<file path="src/rtl/balance_pkg.sv">
// Shared widths, collision bit indices and physics FSM encoding for the balance-board game.
package balance_pkg;

    localparam int unsigned VEL_W = 11;
    localparam int unsigned POS_W = 11;
    localparam int unsigned COL_W = 4;

    localparam int unsigned COL_LEFT   = 0;
    localparam int unsigned COL_RIGHT  = 1;
    localparam int unsigned COL_TOP    = 2;
    localparam int unsigned COL_BOTTOM = 3;

    typedef enum logic [1:0] {
        ST_IDLE  = 2'd0,
        ST_STEP  = 2'd1,
        ST_CLAMP = 2'd2
    } state_e;

endpackage

</file>
<file path="src/rtl/solve_position_if.sv">
// Velocity in / position and collision out bundle between solve_position and its neighbours.
interface solve_position_if;
    import balance_pkg::*;

    logic                    enable;
    logic signed [VEL_W-1:0] velocity_x;
    logic signed [VEL_W-1:0] velocity_y;
    logic [POS_W-1:0]        position_x;
    logic [POS_W-1:0]        position_y;
    logic [COL_W-1:0]        collision;
    logic                    update_done;

    modport master (
        output enable, velocity_x, velocity_y,
        input  position_x, position_y, collision, update_done
    );

    modport slave (
        input  enable, velocity_x, velocity_y,
        output position_x, position_y, collision, update_done
    );

endinterface

</file>
<file path="src/rtl/axis_integrator.sv">
// One axis of the ball: registered position+velocity add on step, wall clamp and contact flags on clamp.
module axis_integrator
    import balance_pkg::*;
#(
    parameter int unsigned LO   = 8,
    parameter int unsigned HI   = 631,
    parameter int unsigned FRAC = 4,
    parameter int unsigned INIT = 320
) (
    input  logic                    clk,
    input  logic                    rst,
    input  logic                    step,
    input  logic                    clamp,
    input  logic signed [VEL_W-1:0] velocity,
    output logic [POS_W-1:0]        pos_px,
    output logic                    hit_lo,
    output logic                    hit_hi
);

    localparam int unsigned PW = POS_W + FRAC;
    localparam int unsigned EW = 13 + FRAC;

    localparam logic signed [EW-1:0] LO_F = EW'(LO << FRAC);
    localparam logic signed [EW-1:0] HI_F = EW'(HI << FRAC);

    logic signed [EW-1:0] ext_q, ext_d;
    logic [PW-1:0]        pos_q, pos_d;
    logic                 hit_lo_q, hit_lo_d;
    logic                 hit_hi_q, hit_hi_d;

    // Extended sum is wide enough that a negative result stays negative for the clamp.
    always_comb begin
        ext_d    = ext_q;
        pos_d    = pos_q;
        hit_lo_d = hit_lo_q;
        hit_hi_d = hit_hi_q;
        if (step) begin
            ext_d = $signed({{(EW-PW){1'b0}}, pos_q})
                  + $signed({{(EW-VEL_W){velocity[VEL_W-1]}}, velocity});
        end
        if (clamp) begin
            hit_lo_d = 1'b0;
            hit_hi_d = 1'b0;
            if (ext_q < LO_F) begin
                pos_d    = PW'(LO_F);
                hit_lo_d = 1'b1;
            end else if (ext_q > HI_F) begin
                pos_d    = PW'(HI_F);
                hit_hi_d = 1'b1;
            end else begin
                pos_d = PW'(ext_q);
            end
        end
    end

    always_ff @(posedge clk or negedge rst) begin
        if (!rst) begin
            ext_q    <= '0;
            pos_q    <= PW'(INIT << FRAC);
            hit_lo_q <= 1'b0;
            hit_hi_q <= 1'b0;
        end else begin
            ext_q    <= ext_d;
            pos_q    <= pos_d;
            hit_lo_q <= hit_lo_d;
            hit_hi_q <= hit_hi_d;
        end
    end

    assign pos_px = pos_q[PW-1:FRAC];
    assign hit_lo = hit_lo_q;
    assign hit_hi = hit_hi_q;

endmodule

</file>
<file path="src/rtl/solve_position.sv">
// Ball position integrator: physics tick divider, STEP/CLAMP sequencer and per-axis integrators.
module solve_position
    import balance_pkg::*;
#(
    parameter int unsigned BOARD_W  = 640,
    parameter int unsigned BOARD_H  = 480,
    parameter int unsigned RADIUS   = 8,
    parameter int unsigned FRAC     = 4,
    parameter int unsigned TICK_DIV = 100000,
    parameter int unsigned X_INIT   = 320,
    parameter int unsigned Y_INIT   = 240
) (
    input  logic             clk,
    input  logic             rst,
    solve_position_if.slave  bus
);

    localparam int unsigned CNT_W = (TICK_DIV > 1) ? $clog2(TICK_DIV) : 1;

    logic [CNT_W-1:0] cnt_q, cnt_d;
    state_e           state_q, state_d;
    logic             update_done_q, update_done_d;
    logic             tick_c;
    logic [POS_W-1:0] pos_x_c, pos_y_c;
    logic             lo_x_c, hi_x_c, lo_y_c, hi_y_c;
    logic [COL_W-1:0] collision_c;

    assign tick_c = bus.enable && (cnt_q == CNT_W'(TICK_DIV - 1));

    // Tick divider runs only while enabled and restarts from zero otherwise.
    always_comb begin
        cnt_d = cnt_q;
        if (!bus.enable || tick_c) begin
            cnt_d = '0;
        end else begin
            cnt_d = cnt_q + CNT_W'(1);
        end
    end

    // An update in flight always completes, even if enable drops.
    always_comb begin
        state_d       = state_q;
        update_done_d = 1'b0;
        case (state_q)
            ST_IDLE:  if (tick_c) state_d = ST_STEP;
            ST_STEP:  state_d = ST_CLAMP;
            ST_CLAMP: begin
                state_d       = ST_IDLE;
                update_done_d = 1'b1;
            end
            default:  state_d = ST_IDLE;
        endcase
    end

    always_ff @(posedge clk or negedge rst) begin
        if (!rst) begin
            cnt_q         <= '0;
            state_q       <= ST_IDLE;
            update_done_q <= 1'b0;
        end else begin
            cnt_q         <= cnt_d;
            state_q       <= state_d;
            update_done_q <= update_done_d;
        end
    end

    axis_integrator #(
        .LO   (RADIUS),
        .HI   (BOARD_W - 1 - RADIUS),
        .FRAC (FRAC),
        .INIT (X_INIT)
    ) u_axis_x (
        .clk      (clk),
        .rst      (rst),
        .step     (state_q == ST_STEP),
        .clamp    (state_q == ST_CLAMP),
        .velocity (bus.velocity_x),
        .pos_px   (pos_x_c),
        .hit_lo   (lo_x_c),
        .hit_hi   (hi_x_c)
    );

    axis_integrator #(
        .LO   (RADIUS),
        .HI   (BOARD_H - 1 - RADIUS),
        .FRAC (FRAC),
        .INIT (Y_INIT)
    ) u_axis_y (
        .clk      (clk),
        .rst      (rst),
        .step     (state_q == ST_STEP),
        .clamp    (state_q == ST_CLAMP),
        .velocity (bus.velocity_y),
        .pos_px   (pos_y_c),
        .hit_lo   (lo_y_c),
        .hit_hi   (hi_y_c)
    );

    always_comb begin
        collision_c             = '0;
        collision_c[COL_LEFT]   = lo_x_c;
        collision_c[COL_RIGHT]  = hi_x_c;
        collision_c[COL_TOP]    = lo_y_c;
        collision_c[COL_BOTTOM] = hi_y_c;
    end

    assign bus.position_x  = pos_x_c;
    assign bus.position_y  = pos_y_c;
    assign bus.collision   = collision_c;
    assign bus.update_done = update_done_q;

endmodule

</file>
<file path="src/flat_wrapper.sv">
// flat-port wrapper written by rule: the top's interface ports become plain ports
module solve_position_flat import balance_pkg::*;
#(
    parameter int unsigned BOARD_W  = 640,
    parameter int unsigned BOARD_H  = 480,
    parameter int unsigned RADIUS   = 8,
    parameter int unsigned FRAC     = 4,
    parameter int unsigned TICK_DIV = 100000,
    parameter int unsigned X_INIT   = 320,
    parameter int unsigned Y_INIT   = 240
)
  (clk, rst, bus_enable, bus_velocity_x, bus_velocity_y, bus_position_x, bus_position_y, bus_collision, bus_update_done);
  solve_position_if bus_i ();
  input  logic clk;
  input  logic rst;
  input wire logic [$bits(bus_i.enable)-1:0] bus_enable;
  input wire logic [$bits(bus_i.velocity_x)-1:0] bus_velocity_x;
  input wire logic [$bits(bus_i.velocity_y)-1:0] bus_velocity_y;
  output wire logic [$bits(bus_i.position_x)-1:0] bus_position_x;
  output wire logic [$bits(bus_i.position_y)-1:0] bus_position_y;
  output wire logic [$bits(bus_i.collision)-1:0] bus_collision;
  output wire logic [$bits(bus_i.update_done)-1:0] bus_update_done;
  assign bus_i.enable = bus_enable;
  assign bus_i.velocity_x = bus_velocity_x;
  assign bus_i.velocity_y = bus_velocity_y;
  assign bus_position_x = bus_i.position_x;
  assign bus_position_y = bus_i.position_y;
  assign bus_collision = bus_i.collision;
  assign bus_update_done = bus_i.update_done;
  solve_position #(.BOARD_W(BOARD_W), .BOARD_H(BOARD_H), .RADIUS(RADIUS), .FRAC(FRAC), .TICK_DIV(TICK_DIV), .X_INIT(X_INIT), .Y_INIT(Y_INIT)) u_core (.clk(clk), .rst(rst), .bus(bus_i));
endmodule
</file>
<file path="config.mk">
export PLATFORM = sky130hd
export DESIGN_NAME = solve_position_flat
export DESIGN_NICKNAME = d
export VERILOG_FILES = /design/src/rtl/balance_pkg.sv /design/src/rtl/solve_position_if.sv /design/src/rtl/axis_integrator.sv /design/src/rtl/solve_position.sv /design/src/flat_wrapper.sv
export SDC_FILE = /design/constraint.sdc
export NUM_CORES = 1
export LEC_CHECK = 0
export ABC_AREA = 1
export BUFFER_PORTS_ARGS = -buffer_cell sky130_fd_sc_hd__buf_2
export CAP_MARGIN = 0
export CORE_ASPECT_RATIO = 0.75
export CORE_MARGIN = 4
export CORE_UTILIZATION = 30
export DETAILED_ROUTE_END_ITERATION = 10
export MAX_ROUTING_LAYER = met4
export PLACE_DENSITY_LB_ADDON = 0.25
export SLEW_MARGIN = 5
export SYNTH_ARGS = -nofsm -noshare
export SYNTH_HDL_FRONTEND = slang
export SYNTH_SLANG_ARGS = --single-unit
export TNS_END_PERCENT = 100
</file>
<file path="constraint.sdc">
create_clock -name clk -period 2.35 [get_ports clk]
set_input_delay 0.3525 -clock clk [delete_from_list [all_inputs] [get_ports clk]]
set_output_delay 0.3525 -clock clk [all_outputs]
set_load 0.02 [all_outputs]
</file>
==> flow_summary.yaml <==
critical_path:
  r2r-start: "u_core.u_axis_x.pos_q[0]"
  r2r_setup_slack_ns: 0.44
  regToRegEndpoint: "u_core.u_axis_x.ext_q[8]"
  r2r_cells: 9
  cpMaxStageDelayCell: "sky130_fd_sc_hd__fa_1"
  worst_path_buf_inv: 0
  crit_family: "simple AND/OR/NAND/NOR gates"
  crit_top_cell: "sky130_fd_sc_hd__nand2_1"
  cpPeakStageDelay_ns: 0.40
  category_of_the_worst_setup_path_capture_point: "flop"
  worstPathCellList: "ha_1, fa_1, nand2_1, nand2_1, nand3_1, nand2_1, or2_1, nand3_1, o21ai_1"
  crit_path_start_kind: "flop"
  cp_data_required_time_ns: 2.57
  critPathMaxFanout: 4
  worstSetupPathType: "flop to flop"
  cp_data_arrival_time_ns: 2.13
timing:
  tns_ns: 0
  rsz0062_at_grt: "no"
  report.final.setup_viol: 0
  finalMaxSlewViolations: 0
  max_slew_headroom_at_the_worst_pin_pct: 58.4
  worst-slew-pin-transition_ns: 0.623
  timing.final.crit_period_ns: 1.91
  finalHoldViolCount: 0
  timing.final.crit_share_pct: 81.4
  worst_case_clock_skew_ns: 0.0102
  timing.fmax_mhz: 523
synthesis:
  synth_cells: 869
  yosysSeqAreaShare_pct: 36.8
  syn_avg_cell_area_um2: 6.91
  yosysUniqueCellTypes: 39
  ys_warn_count: 0
  ys_ff_latch: 88
  syn-num-nets: 929
  synth_area_mm2: 0.00601
power:
  ir_drop_mv: 0.290
  p_per_area_mw_per_mm2: 561
  cellLeakagePower_uw: 0.00370
detailed_routing:
  drt-total-wl_mm: 15.9
  num_vias: 5205
  drt-vias-per-instance: 4.49
  dr.first_iter.drc_count: 368
  count_of_tritonroute_iterations_in_the_first_routing_pass: 5
  drc_errors: 0
  final_antenna_net_count: 0
  wl_per_cell_um: 13.8
placement:
  detailed_place_hpwl_mm: 12.2
  port_buffers: 51
  globalplace.congestion: 0.882
  dp_cells: 1140
floorplan:
  io-pin-count: 52
  initial_core_utilization_pct: 30.8
  core.rowCount: 44
  floorplan.die.width_um: 171
  core_region_area_mm2: 0.0195
  dieHeight_um: 131
  die_outline_area_mm2: 0.0224
layout:
  layout.cells.most_common: "sky130_fd_sc_hd__nand2_1"
  fin_cells: 1158
  nets: 959
  layout-area-overhead-vs-synth_pct: 11.1
  final_layout_size_suffix_gt1_share_pct: 12.1
  mostFrequentLayoutCells: "314 x sky130_fd_sc_hd__nand2_1, 118 x sky130_fd_sc_hd__inv_1, 82 x sky130_fd_sc_hd__dfrtp_1"
job:
  max_cap_viol_count: 0
global_route:
  grt_first_pass_wirelength_mm: 25.8
  grt-ovfl-total: 0
  grt_usage_pct: 15.2
  antenna_found_initial: 1
  grt_max_degree: 46
  vias_in_the_first_global_route: 4906
cts:
  clock_insertion_delay_worst_skew_ns: 0.35
  cts-buffers-inserted: 9
  cts.repair.resized: 0
  cts_buffer_depth: 2
  post_cts_buffers: 0
  cts_tree: "built"
  cts_hold_repair.buffers: 1
  cts_htree_levels: 3
  clkSlewWorstSetupHoldPaths_ns: 0.06
  number_of_clock_sinks_seen_by_cts: 88
  clock_tree.root_cell: "sky130_fd_sc_hd__clkbuf_16"
min_path:
  hold_start: "bus_enable"
  min_path_cells: 3
  holdCritPathClass: "input port to flop"
  min_to: "u_core.cnt_q[2]"
status:
  run_status: "finished, final reports clean"
-- logic make-up after synthesis --
| kind of cell | share of synthesized area, % |
|---|---|
| and+or+nand+nor | 37.0 |
| DFF | 36.8 |
| adders and majority gates | 7.54 |
| buffers and inverters | 12.2 |
| xor gates and xnor gates | 2.33 |
| AOI/OAI and AO/OA | 4.12 |
-- cells in the mapped netlist --
master / n / area (µm²)
sky130_fd_sc_hd__a21oi_1: 18 / 90.1
sky130_fd_sc_hd__a21oi_2: 1 / 8.76
sky130_fd_sc_hd__a31oi_1: 1 / 6.26
sky130_fd_sc_hd__and2_1: 4 / 25.0
sky130_fd_sc_hd__and2_2: 1 / 7.51
sky130_fd_sc_hd__buf_1: 2 / 7.51
sky130_fd_sc_hd__buf_2: 4 / 20.0
sky130_fd_sc_hd__buf_4: 26 / 195
sky130_fd_sc_hd__buf_8: 1 / 15.0
sky130_fd_sc_hd__clkbuf_1: 5 / 18.8
sky130_fd_sc_hd__dfrtp_1: 82 / 2050
sky130_fd_sc_hd__dfstp_2: 6 / 158
sky130_fd_sc_hd__fa_1: 2 / 40.0
sky130_fd_sc_hd__ha_1: 33 / 413
sky130_fd_sc_hd__inv_1: 118 / 443
sky130_fd_sc_hd__inv_2: 9 / 33.8
sky130_fd_sc_hd__nand2_1: 314 / 1180
sky130_fd_sc_hd__nand2_2: 1 / 6.26
sky130_fd_sc_hd__nand2_4: 2 / 22.5
sky130_fd_sc_hd__nand3_1: 73 / 365
sky130_fd_sc_hd__nand3_2: 2 / 20.0
sky130_fd_sc_hd__nand3b_1: 3 / 22.5
sky130_fd_sc_hd__nand4_1: 11 / 68.8
sky130_fd_sc_hd__nand4_2: 1 / 12.5
sky130_fd_sc_hd__nor2_1: 71 / 267
sky130_fd_sc_hd__nor2_2: 14 / 87.6
sky130_fd_sc_hd__nor3_1: 11 / 55.1
sky130_fd_sc_hd__nor3_4: 1 / 16.3
sky130_fd_sc_hd__nor4_1: 1 / 6.26
sky130_fd_sc_hd__o211ai_1: 5 / 37.5
sky130_fd_sc_hd__o21a_1: 1 / 7.51
sky130_fd_sc_hd__o21ai_0: 10 / 50.1
sky130_fd_sc_hd__o21ai_1: 7 / 35.0
sky130_fd_sc_hd__o22ai_1: 2 / 12.5
sky130_fd_sc_hd__or2_0: 2 / 12.5
sky130_fd_sc_hd__or2_1: 7 / 43.8
sky130_fd_sc_hd__or2_2: 1 / 6.26
sky130_fd_sc_hd__xnor2_1: 4 / 35.0
sky130_fd_sc_hd__xor2_1: 12 / 105
-- tightest hold or removal path, stage by stage --
cell	delay, ns
sky130_fd_sc_hd__buf_2	0.13
sky130_fd_sc_hd__nand4_1	0.08
sky130_fd_sc_hd__inv_1	0.04
-- per-layer routing --
| layer | global-route usage (%) | part of all wire (%) | routed length, µm | up-vias |
|---|---|---|---|---|
| met5 | - | 0 | 0 | - |
| met3 | 3.55 | 6.4 | 1010 | 4 |
| met2 | 20.2 | 38 | 6090 | 112 |
| met4 | 2.98 | 0.53 | 84 | 0 |
| met1 | 23.3 | 55 | 8750 | 2349 |
| li1 | - | - | - | 2740 |
-- power by group --
part	total [µW]	internal (µW)	switching, µW
registers	1660	1600	68.3
clock network	1400	803	597
logic	683	233	450
-- registers in the layout, summed over array words and instances, names as in the netlist --
name	flops
u_core.cnt_q	17
u_core.u_axis_x.ext_q	17
u_core.u_axis_y.ext_q	17
u_core.u_axis_x.pos_q	15
u_core.u_axis_y.pos_q	15
u_core.state_q	2
u_core.bus.update_done	1
u_core.u_axis_x.hit_hi	1
u_core.u_axis_x.hit_lo	1
u_core.u_axis_y.hit_hi	1
u_core.u_axis_y.hit_lo	1
-- cell type report --
cell class / instances / area, µm²
fillers: 2117 / 12800
multi-input cells: 616 / 3060
flip-flops and latches: 88 / 2210
inverters: 127 / 477
repair buffers: 57 / 318
well taps: 253 / 317
clock buffers: 14 / 274
clock inverters: 2 / 12.5
diodes: 1 / 2.50
-- how the worst max path moves through the flow --
stage | to | slack, ns | depth (start not counted) | startpoint
floorplan | u_core.u_axis_y.ext_q[8] | 0.65 | 9 | u_core.u_axis_y.pos_q[0]
global placement | u_core.u_axis_x.ext_q[8] | 0.36 | 10 | bus_velocity_x[0]
detailed placement | u_core.u_axis_y.ext_q[8] | 0.33 | 10 | bus_velocity_y[0]
CTS | u_core.u_axis_y.ext_q[8] | 0.45 | 9 | u_core.u_axis_y.pos_q[0]
global route | u_core.u_axis_x.ext_q[8] | 0.26 | 9 | u_core.u_axis_x.pos_q[0]
finish | u_core.u_axis_x.ext_q[8] | 0.44 | 9 | u_core.u_axis_x.pos_q[0]
-- through the flow --
stage	util (%)	power [µW]	setup WS, ns	instance area [µm²]	hold slack [ns]
global route	34.2	3980	0.258	6670	0.295
CTS	34.2	3810	0.448	6670	0.290
finish	34.2	3750	0.437	6670	0.304
global placement	32.7	2370	0.358	6370	0.328
detailed placement	32.7	2370	0.335	6370	0.329
floorplan	-	2180	0.653	6010	0.0569
No activity file was read; power rests on OpenSTA's default activity.
